==> src/rtl/uart_pkg.sv <==
// uart_pkg: shared widths, bit timing and one-hot controller states for the UART TX queue.
package uart_pkg;
  localparam int D_BIT = 7;
  localparam int TICKS_PER_BIT = 16;
  localparam int TIMEOUT_TICKS_DEF = 192;
  typedef enum logic [3:0] {
    S_IDLE = 4'b0001,
    S_LOAD = 4'b0010,
    S_ARM  = 4'b0100,
    S_WAIT = 4'b1000
  } state_e;
endpackage

==> src/rtl/uart_sync_fifo.sv <==
// uart_sync_fifo: register-based FIFO with level, full/empty and a dropped-write pulse.
module uart_sync_fifo #(
  parameter int DEPTH = 16,
  parameter int W = 8
) (
  input  logic                   clk,
  input  logic                   rst_n,
  input  logic                   wr_en,
  input  logic [W-1:0]           wr_data,
  input  logic                   rd_en,
  output logic [W-1:0]           rd_data,
  output logic                   full,
  output logic                   empty,
  output logic                   overflow,
  output logic [$clog2(DEPTH):0] level
);
  localparam int AW = $clog2(DEPTH);
  logic [W-1:0] mem_q [DEPTH];
  logic [AW-1:0] wp_q, rp_q;
  logic [AW:0] level_q;
  logic ovf_q, push, pop;
  assign full = level_q == (AW+1)'(DEPTH);
  assign empty = level_q == '0;
  assign push = wr_en && !full;
  assign pop = rd_en && !empty;
  assign rd_data = mem_q[rp_q];
  assign level = level_q;
  assign overflow = ovf_q;
  always_ff @(posedge clk or negedge rst_n) begin
    if (!rst_n) begin
      for (int i = 0; i < DEPTH; i++) mem_q[i] <= '0;
      wp_q <= '0;
      rp_q <= '0;
      level_q <= '0;
      ovf_q <= 1'b0;
    end else begin
      if (push) mem_q[wp_q] <= wr_data;
      wp_q <= wp_q + AW'(push);
      rp_q <= rp_q + AW'(pop);
      level_q <= level_q + (AW+1)'(push) - (AW+1)'(pop);
      ovf_q <= wr_en && full;
    end
  end
endmodule

==> src/rtl/uart_tx_queue.sv <==
// uart_tx_queue: queues host bytes and hands them one at a time to the UART transmitter.
// Optional frame timeout with TXQ_TIMEOUT_EN (adds TIMEOUT_TICKS and timeout_err).
module uart_tx_queue
  import uart_pkg::*;
#(
  parameter int DEPTH = 16
`ifdef TXQ_TIMEOUT_EN
  , parameter int TIMEOUT_TICKS = TIMEOUT_TICKS_DEF
`endif
) (
  input  logic                   clk,
  input  logic                   rst_n,
  input  logic                   wr_en,
  input  logic [D_BIT:0]         wr_data,
  output logic                   full,
  output logic [$clog2(DEPTH):0] level,
  output logic                   overflow,
  input  logic                   tick_in,
  input  logic                   tx_done_tick,
  output logic [D_BIT:0]         dato_in,
  output logic                   tx_start,
  output logic                   busy
`ifdef TXQ_TIMEOUT_EN
  , output logic                 timeout_err
`endif
);
  state_e state_q, state_d;
  logic [D_BIT:0] dato_q, dato_d, head;
  logic start_q, start_d, pop, empty, q1_q, q2_q, done_edge, tmo_hit;
  uart_sync_fifo #(.DEPTH(DEPTH), .W(D_BIT + 1)) u_fifo (
    .clk(clk), .rst_n(rst_n), .wr_en(wr_en), .wr_data(wr_data), .rd_en(pop),
    .rd_data(head), .full(full), .empty(empty), .overflow(overflow), .level(level)
  );
  assign done_edge = q1_q && !q2_q;
`ifdef TXQ_TIMEOUT_EN
  localparam int TW = $clog2(TIMEOUT_TICKS + 1);
  logic [TW-1:0] cnt_q;
  logic terr_q;
  assign tmo_hit = state_q == S_WAIT && tick_in && !done_edge && cnt_q == TW'(TIMEOUT_TICKS - 1);
  assign timeout_err = terr_q;
  always_ff @(posedge clk or negedge rst_n) begin
    if (!rst_n) begin
      cnt_q <= '0;
      terr_q <= 1'b0;
    end else begin
      cnt_q <= (state_q == S_WAIT) ? cnt_q + TW'(tick_in) : '0;
      terr_q <= tmo_hit;
    end
  end
`else
  assign tmo_hit = 1'b0;
`endif
  always_ff @(posedge clk or negedge rst_n) begin
    if (!rst_n) begin
      state_q <= S_IDLE;
      dato_q <= '0;
      start_q <= 1'b0;
      q1_q <= 1'b0;
      q2_q <= 1'b0;
    end else begin
      state_q <= state_d;
      dato_q <= dato_d;
      start_q <= start_d;
      q1_q <= tx_done_tick;
      q2_q <= q1_q;
    end
  end
  // dato_in only changes on a pop in IDLE, so it is frozen for the whole frame
  always_comb begin
    state_d = state_q;
    dato_d = dato_q;
    start_d = start_q;
    pop = 1'b0;
    case (state_q)
      S_IDLE: begin
        pop = !empty;
        dato_d = empty ? dato_q : head;
        state_d = empty ? S_IDLE : S_LOAD;
      end
      S_LOAD: begin
        start_d = 1'b1;
        state_d = S_ARM;
      end
      S_ARM: begin
        start_d = !tick_in;
        state_d = tick_in ? S_WAIT : S_ARM;
      end
      S_WAIT: state_d = (done_edge || tmo_hit) ? S_IDLE : S_WAIT;
      default: begin
        state_d = S_IDLE;
        start_d = 1'b0;
      end
    endcase
  end
  assign dato_in = dato_q;
  assign tx_start = start_q;
  assign busy = state_q inside {S_LOAD, S_ARM, S_WAIT};
endmodule

==> config.mk <==
export PLATFORM = sky130hd
export DESIGN_NAME = uart_tx_queue
export DESIGN_NICKNAME = d
export VERILOG_FILES = /design/src/rtl/uart_pkg.sv /design/src/rtl/uart_sync_fifo.sv /design/src/rtl/uart_tx_queue.sv
export SDC_FILE = /design/constraint.sdc
export NUM_CORES = 1
export LEC_CHECK = 0
export BUFFER_PORTS_ARGS = -buffer_cell sky130_fd_sc_hd__buf_2
export CAP_MARGIN = 20
export CORE_ASPECT_RATIO = 0.5
export CORE_MARGIN = 8
export CORE_UTILIZATION = 40
export CTS_CLUSTER_SIZE = 14
export DETAILED_ROUTE_END_ITERATION = 8
export PLACE_DENSITY_LB_ADDON = 0.1
export SETUP_SLACK_MARGIN = 0.3
export SKIP_CTS_REPAIR_TIMING = 1
export SYNTH_ARGS = -nofsm -noshare
export SYNTH_HDL_FRONTEND = slang
export SYNTH_SLANG_ARGS = --single-unit
==> constraint.sdc <==
create_clock -name clk -period 3.35 [get_ports clk]
set_input_delay 1.005 -clock clk [delete_from_list [all_inputs] [get_ports clk]]
set_output_delay 1.005 -clock clk [all_outputs]
set_load 0.02 [all_outputs]
==> impl_metrics.prom, run 1 <==
# TYPE chip_impl_metric gauge
chip_impl_info{name="outcome",value="complete, no violations"} 1
chip_impl_metric{name="timing.final.crit_share",unit="%"} 88.7
chip_impl_metric{name="timing.hold.ws",unit="ps"} 382
chip_impl_metric{name="worst_slack",unit="ps"} 379
chip_impl_metric{name="synth.yosys.seq_area_share",unit="%"} 53.9
chip_impl_metric{name="postSynthAreaPerCell",unit="um2"} 15.5
chip_impl_metric{name="max_cap_violations",unit=""} 0
chip_impl_metric{name="final_nets",unit=""} 517
chip_impl_metric{name="dr_wl_met2",unit="um"} 7000
chip_impl_metric{name="synthesis.instances",unit=""} 472
chip_impl_info{name="mostFrequentLayoutCell",value="sky130_fd_sc_hd__dfrtp_1"} 1
chip_impl_metric{name="timing.reg2reg.worst_path_depth",unit=""} 11
chip_impl_info{name="rsz0062_at_grt",value="true"} 1
chip_impl_metric{name="chipWidth",unit="um"} 207
chip_impl_metric{name="io-pin-count",unit=""} 30
chip_impl_metric{name="post_dp_cell_area",unit="mm2"} 0.00768
chip_impl_metric{name="dieArea",unit="mm2"} 0.0231
chip_impl_metric{name="final_antenna_net_count",unit=""} 0
chip_impl_metric{name="wire_length_of_the_first_global_routing_pass",unit="um"} 25300
chip_impl_info{name="hold_path.class",value="flop to flop"} 1
chip_impl_metric{name="maximum_number_of_pins_on_one_net_before_global_route_repair",unit=""} 47
chip_impl_metric{name="wl_met3",unit="um"} 541
chip_impl_info{name="cts_tree",value="done"} 1
chip_impl_metric{name="worstPathMaxFanout",unit=""} 12
chip_impl_info{name="worstHoldStart",value="q1_q"} 1
chip_impl_metric{name="synthesized_netlist_net_count",unit=""} 496
chip_impl_info{name="crit_path_end_kind",value="primary output"} 1
chip_impl_metric{name="slew_viol_final",unit=""} 0
chip_impl_metric{name="clock_path_buffers",unit=""} 2
chip_impl_metric{name="detail_route.iter0.violations",unit=""} 214
chip_impl_metric{name="routedLengthMet1",unit="um"} 7810
chip_impl_metric{name="cp_data_required_time",unit="ps"} 2340
chip_impl_metric{name="synth-edff-count",unit=""} 0
chip_impl_metric{name="gp_congestion",unit=""} 0.742
chip_impl_metric{name="cts_buffers",unit=""} 17
chip_impl_metric{name="ctsHtreeMaxLevel",unit=""} 4
chip_impl_metric{name="first_global_vias",unit=""} 4308
chip_impl_metric{name="yosys.cell_types.count",unit=""} 50
chip_impl_metric{name="power-per-cell-area",unit="mW/mm2"} 1060
chip_impl_metric{name="synthesis.area",unit="mm2"} 0.00729
chip_impl_metric{name="skew",unit="ps"} 14.5
chip_impl_metric{name="syn_to_final_growth",unit="%"} 14.2
chip_impl_metric{name="io_buffers",unit=""} 29
chip_impl_metric{name="layout-drive-gt1-share",unit="%"} 49.4
chip_impl_metric{name="antenna_cells",unit=""} 0
chip_impl_metric{name="hpwlAfterDp",unit="um"} 10300
chip_impl_metric{name="achievable-frequency",unit="MHz"} 337
chip_impl_metric{name="row_count",unit=""} 35
chip_impl_metric{name="grtUsageTotal",unit="%"} 14.3
chip_impl_metric{name="route.vias.total",unit=""} 4036
chip_impl_metric{name="finalHoldViolCount",unit=""} 0
chip_impl_metric{name="post-place-ws",unit="ps"} 427
chip_impl_metric{name="postRouteWirelength",unit="um"} 15500
chip_impl_metric{name="slew_headroom",unit="%"} 48.2
chip_impl_metric{name="worst_pin_slew",unit="ps"} 773
chip_impl_metric{name="worstPathArrival",unit="ps"} 1970
chip_impl_metric{name="worst_case_vdd_ir_drop",unit="mV"} 0.487
chip_impl_info{name="clk_root_buffer_cell",value="sky130_fd_sc_hd__clkbuf_16"} 1
chip_impl_metric{name="route.detailed.vias_per_inst",unit=""} 5.41
chip_impl_metric{name="first_pass_iters",unit=""} 4
chip_impl_metric{name="overflow",unit=""} 0
chip_impl_metric{name="postSynth.asyncResetShare",unit="%"} 100
chip_impl_info{name="critical_path.startpoint",value="u_fifo.level[2]"} 1
chip_impl_metric{name="chipHeight",unit="um"} 111
chip_impl_metric{name="route.detailed.wl_per_inst",unit="um"} 20.8
chip_impl_info{name="layout_common_cells",value="155 x sky130_fd_sc_hd__dfrtp_1, 127 x sky130_fd_sc_hd__mux2_2, 32 x sky130_fd_sc_hd__mux4_2"} 1
chip_impl_metric{name="finish.instance_area",unit="mm2"} 0.00833
chip_impl_info{name="critical_path.startpoint_type",value="flop"} 1
chip_impl_metric{name="core_region_area",unit="mm2"} 0.0181
chip_impl_info{name="dominantRegCellSynth",value="sky130_fd_sc_hd__dfrtp_1"} 1
chip_impl_metric{name="ys_ff_latch",unit=""} 157
chip_impl_metric{name="synthesis.yosys.warnings",unit=""} 0
chip_impl_info{name="top_layer_used",value="met4"} 1
chip_impl_metric{name="effective_utilization_at_floorplan",unit="%"} 40.2
chip_impl_metric{name="regToRegSetupSlack",unit="ps"} 510
chip_impl_metric{name="antenna_found_initial",unit=""} 0
chip_impl_metric{name="setup_viol_count_final",unit=""} 0
chip_impl_metric{name="clk_pin_slew",unit="ps"} 70
chip_impl_metric{name="route.detailed.drc",unit=""} 0
chip_impl_info{name="crit_path_end",value="full"} 1
chip_impl_metric{name="clkLatencyLatePin",unit="ps"} 420
chip_impl_metric{name="cts.sink_count",unit=""} 157
chip_impl_info{name="critical_path_class",value="flop to primary output"} 1
chip_impl_metric{name="fin_setup_tns",unit="ps"} 0
chip_impl_info{name="critical_path.reg2reg.endpoint",value="u_fifo.level[4]"} 1
chip_impl_metric{name="total_leakage_power",unit="nW"} 3.61
chip_impl_info{name="r2r_start",value="u_fifo.level[2]"} 1
chip_impl_metric{name="timing.final.crit_period",unit="ps"} 2970
[critical path, stage by stage, from the launching register on]
cell and delay (ps):
sky130_fd_sc_hd__dfrtp_1 390, sky130_fd_sc_hd__inv_1 90, sky130_fd_sc_hd__ha_1 190, sky130_fd_sc_hd__nand4bb_2 330, sky130_fd_sc_hd__inv_2 330, sky130_fd_sc_hd__buf_2 220
[cells in the mapped netlist, drive strengths merged (2+ instances only)]
cell type / instances / area [um2]
nand4b: 4 / 35.0
dfrtp: 156 / 3900
ha: 10 / 125
mux2: 128 / 1440
nand4bb: 4 / 45.0
mux2i: 9 / 90.1
buf: 23 / 133
clkbuf: 14 / 53.8
nand2b: 2 / 12.5
nor3: 4 / 20.0
and2: 4 / 27.5
a21oi: 11 / 55.1
xor2: 5 / 43.8
nor3b: 3 / 22.5
inv: 7 / 26.3
o22ai: 9 / 56.3
nand3: 3 / 15.0
nand4: 5 / 31.3
nor2: 2 / 7.51
a221oi: 8 / 120
mux4: 32 / 721
nor4b: 4 / 80.1
xnor2: 3 / 26.3
nand3b: 3 / 22.5
nand2: 2 / 7.51
[power by group]
| group | leakage, nW | switching (mW) | total [mW] | internal (mW) |
|---|---|---|---|---|
| Sequential | 1.93 | 0.685 | 3.51 | 2.82 |
| Combinational | 1.38 | 1.38 | 3.25 | 1.87 |
| Clock | 0.303 | 0.824 | 2.06 | 1.23 |
[layer usage]
metal / vias to the layer above / GRT usage [%]
met5: - / 0
met4: 0 / 4.64
met3: 11 / 2.72
met2: 48 / 21.5
met1: 2151 / 20.6
li1: 1826 / -
[flip-flops by register name, summed over array words and instances, names as in the netlist]
name             cells
dato_in              8
q1_q                 1
q2_q                 1
state_q              4
tx_start             1
u_fifo.level         5
u_fifo.mem_q       128
u_fifo.overflow      1
u_fifo.rp_q          4
u_fifo.wp_q          4
[logic make-up after synthesis]
kind of cell,after synthesis,synth area share (%)
xor+xnor,8,0.961
fa+ha+maj,11,1.99
buf+inv,44,2.92
mux,169,30.9
simple gates,48,5.44
flops,157,53.9
compound gates,35,3.95
[layout make-up]
type,instances,area [um2]
Clock buffer,19,453
Tap cell,240,300
Multi-Input combinational cell,271,3160
Clock inverter,13,178
Timing Repair Buffer,39,277
Fill cell,1623,9800
Sequential cell,157,3930
Inverter,7,26.3
[through the flow]
stage	instances	power, mW	util, %
finish	746	8.82	45.9
global route	746	9.40	45.9
CTS	745	8.92	45.9
detailed placement	713	6.83	42.4
global placement	713	6.76	42.4
floorplan	472	5.98	-
[worst min-delay path by stage]
| stage | endpoint | slack (ps) | cells after the start |
|---|---|---|---|
| 5_1_grt | q2_q | 400 | 0 |
| 4_1_cts | q2_q | 390 | 0 |
| 6_report | q2_q | 380 | 0 |
| 3_3_place_gp | q2_q | 360 | 0 |
| 3_5_place_dp | q2_q | 370 | 0 |
| 2_1_floorplan | q2_q | 350 | 0 |
Note: power is estimated with default switching activity, not from simulation.
==> inputs of run 2 (changes only) <==
--- a/config.mk
+++ b/config.mk
@@ -10,5 +10,5 @@
 export CORE_ASPECT_RATIO = 0.5
 export CORE_MARGIN = 8
-export CORE_UTILIZATION = 40
+export CORE_UTILIZATION = 55
 export CTS_CLUSTER_SIZE = 14
 export DETAILED_ROUTE_END_ITERATION = 8
==> constraint.sdc (replaced) <==
create_clock -name clk -period 3.35 [get_ports clk]
set_input_delay 1.005 -clock clk [delete_from_list [all_inputs] [get_ports clk]]
set_output_delay 1.005 -clock clk [all_outputs]
set_load 0.05 [all_outputs]
==> run 2 against run 1 <==
  * Routed wire length is 2.6% higher
  * Final area down 0.92%
  * Flip-flop and latch count unchanged
  * Largest power group is now combinational cells
  * Critical path depth shrank 2
  * Sequential share of layout area grew 0.47 points
  * Hold slack worse by 0.52 ps
==> impl_metrics.prom, run 2 (same netlist as run 1, synthesis figures left out) <==
# TYPE chip_impl_metric gauge
chip_impl_info{name="cts_tree",value="done"} 1
chip_impl_metric{name="achievable-frequency",unit="MHz"} 343
chip_impl_metric{name="first_global_vias",unit=""} 4444
chip_impl_metric{name="worst_pin_slew",unit="ps"} 830
chip_impl_info{name="hold_path.class",value="flop to flop"} 1
chip_impl_metric{name="chipHeight",unit="um"} 97.4
chip_impl_metric{name="place_inst",unit=""} 644
chip_impl_metric{name="finish.instance_area",unit="mm2"} 0.00825
chip_impl_metric{name="final_antenna_net_count",unit=""} 0
chip_impl_metric{name="postRouteWirelength",unit="um"} 15900
chip_impl_metric{name="route.detailed.drc",unit=""} 0
chip_impl_metric{name="dieArea",unit="mm2"} 0.0174
chip_impl_metric{name="worstPathMaxFanout",unit=""} 11
chip_impl_metric{name="wire_length_of_the_first_global_routing_pass",unit="um"} 25500
chip_impl_metric{name="layout-drive-gt1-share",unit="%"} 50.7
chip_impl_metric{name="worst_case_vdd_ir_drop",unit="mV"} 0.609
chip_impl_metric{name="power-per-cell-area",unit="mW/mm2"} 1110
chip_impl_metric{name="timing.final.crit_share",unit="%"} 87.0
chip_impl_info{name="max_flop_register",value="u_fifo.mem_q"} 1
chip_impl_metric{name="grtUsageTotal",unit="%"} 19.2
chip_impl_metric{name="largest_reg_flops",unit=""} 128
chip_impl_metric{name="effective_utilization_at_floorplan",unit="%"} 57.0
chip_impl_metric{name="maximum_number_of_pins_on_one_net_before_global_route_repair",unit=""} 60
chip_impl_metric{name="syn_to_final_growth",unit="%"} 13.1
chip_impl_metric{name="slew_viol_final",unit=""} 0
chip_impl_info{name="clk_root_buffer_cell",value="sky130_fd_sc_hd__clkbuf_16"} 1
chip_impl_metric{name="cts_buffers",unit=""} 17
chip_impl_metric{name="io_buffers",unit=""} 29
chip_impl_metric{name="overflow",unit=""} 0
chip_impl_metric{name="post_dp_cell_area",unit="mm2"} 0.00759
chip_impl_metric{name="ctsHtreeMaxLevel",unit=""} 4
chip_impl_info{name="critical_path.startpoint_type",value="flop"} 1
chip_impl_metric{name="skew",unit="ps"} 8.97
chip_impl_metric{name="gp_congestion",unit=""} 0.784
chip_impl_metric{name="first_pass_iters",unit=""} 4
chip_impl_metric{name="max_cap_violations",unit=""} 0
chip_impl_metric{name="setup_viol_count_final",unit=""} 0
chip_impl_info{name="critical_path_class",value="flop to primary output"} 1
chip_impl_metric{name="timing.final.crit_period",unit="ps"} 2910
chip_impl_metric{name="route.detailed.vias_per_inst",unit=""} 6.20
chip_impl_metric{name="hpwlAfterDp",unit="um"} 10700
chip_impl_metric{name="io-pin-count",unit=""} 30
chip_impl_metric{name="finalNonFillerCells",unit=""} 677
chip_impl_metric{name="final_nets",unit=""} 519
chip_impl_metric{name="cp_data_required_time",unit="ps"} 2340
chip_impl_info{name="crit_path_end_kind",value="primary output"} 1
chip_impl_metric{name="timing.reg2reg.worst_path_depth",unit=""} 11
chip_impl_metric{name="cts.sink_count",unit=""} 157
chip_impl_metric{name="clkLatencyLatePin",unit="ps"} 420
chip_impl_metric{name="clk_pin_slew",unit="ps"} 60
chip_impl_metric{name="slew_headroom",unit="%"} 44.4
chip_impl_metric{name="count_of_cells_along_the_worst_hold_path",unit=""} 0
chip_impl_metric{name="row_count",unit=""} 29
chip_impl_metric{name="detail_route.iter0.violations",unit=""} 216
chip_impl_metric{name="antenna_cells",unit=""} 0
chip_impl_info{name="rsz0062_at_grt",value="false"} 1
chip_impl_metric{name="chipWidth",unit="um"} 179
chip_impl_metric{name="fin_setup_tns",unit="ps"} 0
chip_impl_metric{name="core_region_area",unit="mm2"} 0.0128
chip_impl_metric{name="route.detailed.wl_per_inst",unit="um"} 23.5
chip_impl_metric{name="total_leakage_power",unit="nW"} 3.61
chip_impl_metric{name="antenna_found_initial",unit=""} 0
chip_impl_metric{name="worstPathArrival",unit="ps"} 1910
chip_impl_metric{name="clock_path_buffers",unit=""} 2
chip_impl_metric{name="finish.utilization",unit="%"} 64.4
chip_impl_info{name="mostFrequentLayoutCell",value="sky130_fd_sc_hd__dfrtp_1"} 1
chip_impl_info{name="layout_common_cells",value="153 x sky130_fd_sc_hd__dfrtp_1, 127 x sky130_fd_sc_hd__mux2_2, 32 x sky130_fd_sc_hd__mux4_2"} 1
chip_impl_metric{name="route.vias.total",unit=""} 4199
chip_impl_metric{name="finalHoldViolCount",unit=""} 0
chip_impl_info{name="outcome",value="complete, no violations"} 1
## run 2: changes by cell type in the layout (fill, tap and decap cells not counted), sizes merged
| cell | previous run | this run |
|---|---|---|
| clkinv | 3 | 6 |
| inv | 12 | 7 |
| buf | 39 | 41 |
| bufinv | 3 | 4 |
## run 2: area by class of cell
| cell class | instances | area, um2 |
|---|---|---|
| Clock buffer | 19 | 453 |
| Clock inverter | 12 | 169 |
| Fill cell | 898 | 4560 |
| Inverter | 7 | 28.8 |
| Multi-Input combinational cell | 271 | 3190 |
| Sequential cell | 157 | 3930 |
| Tap cell | 170 | 213 |
| Timing Repair Buffer | 41 | 267 |
## run 2: stage by stage
stage	setup slack (ps)	hold WS, ps	total power, mW
2_1_floorplan	347	355	6.22
3_3_place_gp	517	369	6.87
3_5_place_dp	345	374	7.11
4_1_cts	73.9	389	9.16
5_1_grt	344	413	9.65
6_report	437	381	9.15
## run 2: path summary, 6_finish.rpt
check,start,end,slack [ps]
setup / recovery,state_q[3],busy,440
hold / removal,q1_q,q2_q,380
setup reg to reg,u_fifo.level[2],u_fifo.level[4],480
hold reg to reg,q1_q,q2_q,380
max in group asynchronous,rst_n,state_q[0],1920
min in group asynchronous,rst_n,u_fifo.level[2],560
## run 2: power breakdown
group          internal [mW]  leakage [nW]  switching (mW)  total, mW
logic                   1.89          1.38            1.70       3.59
clock network           1.28         0.304           0.750       2.03
registers               2.83          1.93           0.702       3.53
total                   5.99          3.61            3.15       9.15
## run 2: worst max-delay path: stages (launching register included)
cell                        delay (ps)
sky130_fd_sc_hd__dfrtp_1           500
sky130_fd_sc_hd__o21a_1            240
sky130_fd_sc_hd__a2111oi_2         390
sky130_fd_sc_hd__buf_2             350
## run 2: routing by layer
| metal | global-route usage, % | wire length, um |
|---|---|---|
| met1 | 27.6 | 7460 |
| met3 | 4.19 | 914 |
| met5 | 0 | 0 |
| met2 | 28.2 | 7280 |
| met4 | 6.32 | 228 |
==> inputs of run 3 (changes only) <==
GPL_TIMING_DRIVEN = 0   (was unset)
==> run 3 against run 2 <==
  * Die area did not move
  * Largest power group unchanged
  * Flip-flop and latch count did not move
  * Critical path type unchanged
  * Highest routed layer unchanged
  * Cell count rose by 4.1%
  * Count of clock-buffer cells in the layout fell by 1
  * Register-to-register slack got worse by 40 ps
  * Global-route usage fell by 0.29 points
  * Power barely moved
==> impl_metrics.prom, run 3 (same netlist as run 1, synthesis figures left out) <==
# TYPE chip_impl_metric gauge
chip_impl_metric{name="maximum_number_of_pins_on_one_net_before_global_route_repair",unit=""} 89
chip_impl_metric{name="slew_headroom",unit="%"} 47.1
chip_impl_metric{name="cpPeakStageDelay",unit="ps"} 430
chip_impl_metric{name="final_antenna_net_count",unit=""} 0
chip_impl_metric{name="row_count",unit=""} 29
chip_impl_metric{name="total_leakage_power",unit="nW"} 3.68
chip_impl_metric{name="overflow",unit=""} 0
chip_impl_info{name="critical_path.startpoint_type",value="flop"} 1
chip_impl_metric{name="postRouteWirelength",unit="um"} 15200
chip_impl_metric{name="setup_viol_count_final",unit=""} 0
chip_impl_info{name="r2r_start",value="u_fifo.level[3]"} 1
chip_impl_metric{name="route.detailed.wl_per_inst",unit="um"} 21.5
chip_impl_metric{name="finalHoldViolCount",unit=""} 0
chip_impl_info{name="worstPathCellList",value="clkbuf_1 > nor3_1 > a2111oi_2 > clkbuf_4"} 1
chip_impl_metric{name="syn_to_final_growth",unit="%"} 14.6
chip_impl_metric{name="clock_path_buffers",unit=""} 2
chip_impl_metric{name="first_pass_iters",unit=""} 4
chip_impl_metric{name="route.detailed.vias_per_inst",unit=""} 5.98
chip_impl_metric{name="clkLatencyLatePin",unit="ps"} 420
chip_impl_metric{name="finish.utilization",unit="%"} 65.3
chip_impl_metric{name="worst_pin_slew",unit="ps"} 790
chip_impl_metric{name="cp_data_required_time",unit="ps"} 2340
chip_impl_metric{name="route.detailed.drc",unit=""} 0
chip_impl_info{name="layout_common_cells",value="154 x sky130_fd_sc_hd__dfrtp_1, 127 x sky130_fd_sc_hd__mux2_2, 42 x sky130_fd_sc_hd__buf_2"} 1
chip_impl_metric{name="core_region_area",unit="mm2"} 0.0128
chip_impl_metric{name="layout-drive-gt1-share",unit="%"} 50.8
chip_impl_info{name="worstHoldStart",value="q1_q"} 1
chip_impl_metric{name="timing.final.crit_share",unit="%"} 87.0
chip_impl_metric{name="antenna_cells",unit=""} 0
chip_impl_metric{name="clk_pin_slew",unit="ps"} 60
chip_impl_info{name="rsz0062_at_grt",value="false"} 1
chip_impl_metric{name="hpwlAfterDp",unit="um"} 10400
chip_impl_metric{name="count_of_cells_along_the_worst_hold_path",unit=""} 0
chip_impl_info{name="crit_path_end_kind",value="primary output"} 1
chip_impl_metric{name="grtUsageTotal",unit="%"} 18.9
chip_impl_info{name="critical_path_class",value="flop to primary output"} 1
chip_impl_info{name="clk_root_buffer_cell",value="sky130_fd_sc_hd__clkbuf_16"} 1
chip_impl_metric{name="largest_reg_flops",unit=""} 128
chip_impl_metric{name="antenna_found_initial",unit=""} 0
chip_impl_metric{name="wire_length_of_the_first_global_routing_pass",unit="um"} 25400
chip_impl_metric{name="skew",unit="ps"} 10.6
chip_impl_metric{name="achievable-frequency",unit="MHz"} 343
chip_impl_metric{name="gp_congestion",unit=""} 0.757
chip_impl_info{name="outcome",value="complete, no violations"} 1
chip_impl_metric{name="cts.sink_count",unit=""} 157
chip_impl_metric{name="dieArea",unit="mm2"} 0.0174
chip_impl_metric{name="worstPathArrival",unit="ps"} 1910
chip_impl_metric{name="timing.final.crit_period",unit="ps"} 2920
chip_impl_metric{name="timing.hold.ws",unit="ps"} 397
chip_impl_metric{name="detail_route.iter0.violations",unit=""} 282
chip_impl_metric{name="route.vias.total",unit=""} 4217
chip_impl_info{name="hold_path.class",value="flop to flop"} 1
chip_impl_metric{name="worst_case_vdd_ir_drop",unit="mV"} 0.726
chip_impl_metric{name="io-pin-count",unit=""} 30
chip_impl_info{name="critical_path.reg2reg.endpoint",value="u_fifo.level[4]"} 1
chip_impl_metric{name="worstPathMaxFanout",unit=""} 9
chip_impl_metric{name="ctsHtreeMaxLevel",unit=""} 4
chip_impl_metric{name="first_global_vias",unit=""} 4478
chip_impl_info{name="cts_tree",value="done"} 1
chip_impl_info{name="critical_path.slowest_cell",value="sky130_fd_sc_hd__a2111oi_2"} 1
chip_impl_metric{name="chipWidth",unit="um"} 179
chip_impl_metric{name="cts_buffers",unit=""} 17
chip_impl_info{name="hold-path-endpoint",value="q2_q"} 1
chip_impl_metric{name="slew_viol_final",unit=""} 0
chip_impl_metric{name="final_nets",unit=""} 546
chip_impl_metric{name="max_cap_violations",unit=""} 0
chip_impl_metric{name="chipHeight",unit="um"} 97.4
chip_impl_metric{name="regToRegSetupSlack",unit="ps"} 440
chip_impl_metric{name="power-per-cell-area",unit="mW/mm2"} 1090
chip_impl_metric{name="timing.reg2reg.worst_path_depth",unit=""} 13
chip_impl_metric{name="io_buffers",unit=""} 28
chip_impl_info{name="mostFrequentLayoutCell",value="sky130_fd_sc_hd__dfrtp_1"} 1
chip_impl_metric{name="effective_utilization_at_floorplan",unit="%"} 57.0
chip_impl_info{name="max_flop_register",value="u_fifo.mem_q"} 1
## run 3: cell count changes in the layout (fill, tap and decap cells not counted), sizes merged
cell	delta
buf	+12
clkbuf	+14
clkinv	+2
clkinvlp	-1
inv	+1
## run 3: area by class of cell
type / instances / area [um2]
fill: 949 / 4450
clock inverter: 14 / 191
sequential: 157 / 3930
buffer: 37 / 193
timing repair buffer: 31 / 195
tap: 170 / 213
inverter: 7 / 26.3
multi-input combinational: 271 / 3170
clock buffer: 18 / 439
## run 3: report_power, final
| part | total, mW | internal (mW) | switching, mW |
|---|---|---|---|
| sequential | 3.30 | 2.83 | 0.475 |
| clock | 2.04 | 1.27 | 0.772 |
| combinational | 3.80 | 1.94 | 1.86 |
| total | 9.14 | 6.04 | 3.10 |
## run 3: worst max path at each step
stage / startpoint / endpoint / slack [ps] / depth (start not counted)
global route: state_q[1] / busy / 300 / 4
floorplan: u_fifo.level[2] / u_fifo.level[4] / 350 / 13
CTS: u_fifo.level[3] / u_fifo.level[4] / 270 / 13
finish: state_q[1] / busy / 430 / 4
detailed placement: u_fifo.level[3] / u_fifo.level[4] / 290 / 13
global placement: rst_n / u_fifo.level[2] / -1380 / 1
## run 3: per-stage QoR
| step | setup WS (ps) | instances | TNS, ps | power [mW] | instance area (um2) |
|---|---|---|---|---|---|
| 6_report | 434 | 705 | 0 | 9.14 | 8360 |
| 5_1_grt | 303 | 705 | 0 | 9.70 | 8360 |
| 4_1_cts | 272 | 703 | 0 | 9.17 | 8320 |
| 3_5_place_dp | 286 | 671 | 0 | 7.10 | 7690 |
| 3_3_place_gp | -1380 | 670 | -173380 | 6.98 | 7660 |
| 2_1_floorplan | 347 | 472 | 0 | 6.22 | 7300 |
## run 3: worst max-delay path, delay by kind of cell (launching register included)
family	cells	cell delay (ps)
DFF	1	320
buffers and inverters	2	620
and+or+nand+nor	1	130
AOI/OAI and AO/OA	1	430
## run 3: per-layer routing
| metal | track usage [%] | part of all wire (%) | vias up |
|---|---|---|---|
| li1 | - | - | 1895 |
| met1 | 27.8 | 49 | 2234 |
| met2 | 27.9 | 45 | 73 |
| met3 | 3.57 | 4.6 | 15 |
| met4 | 5.37 | 1.2 | 0 |
| met5 | 0 | 0 | - |
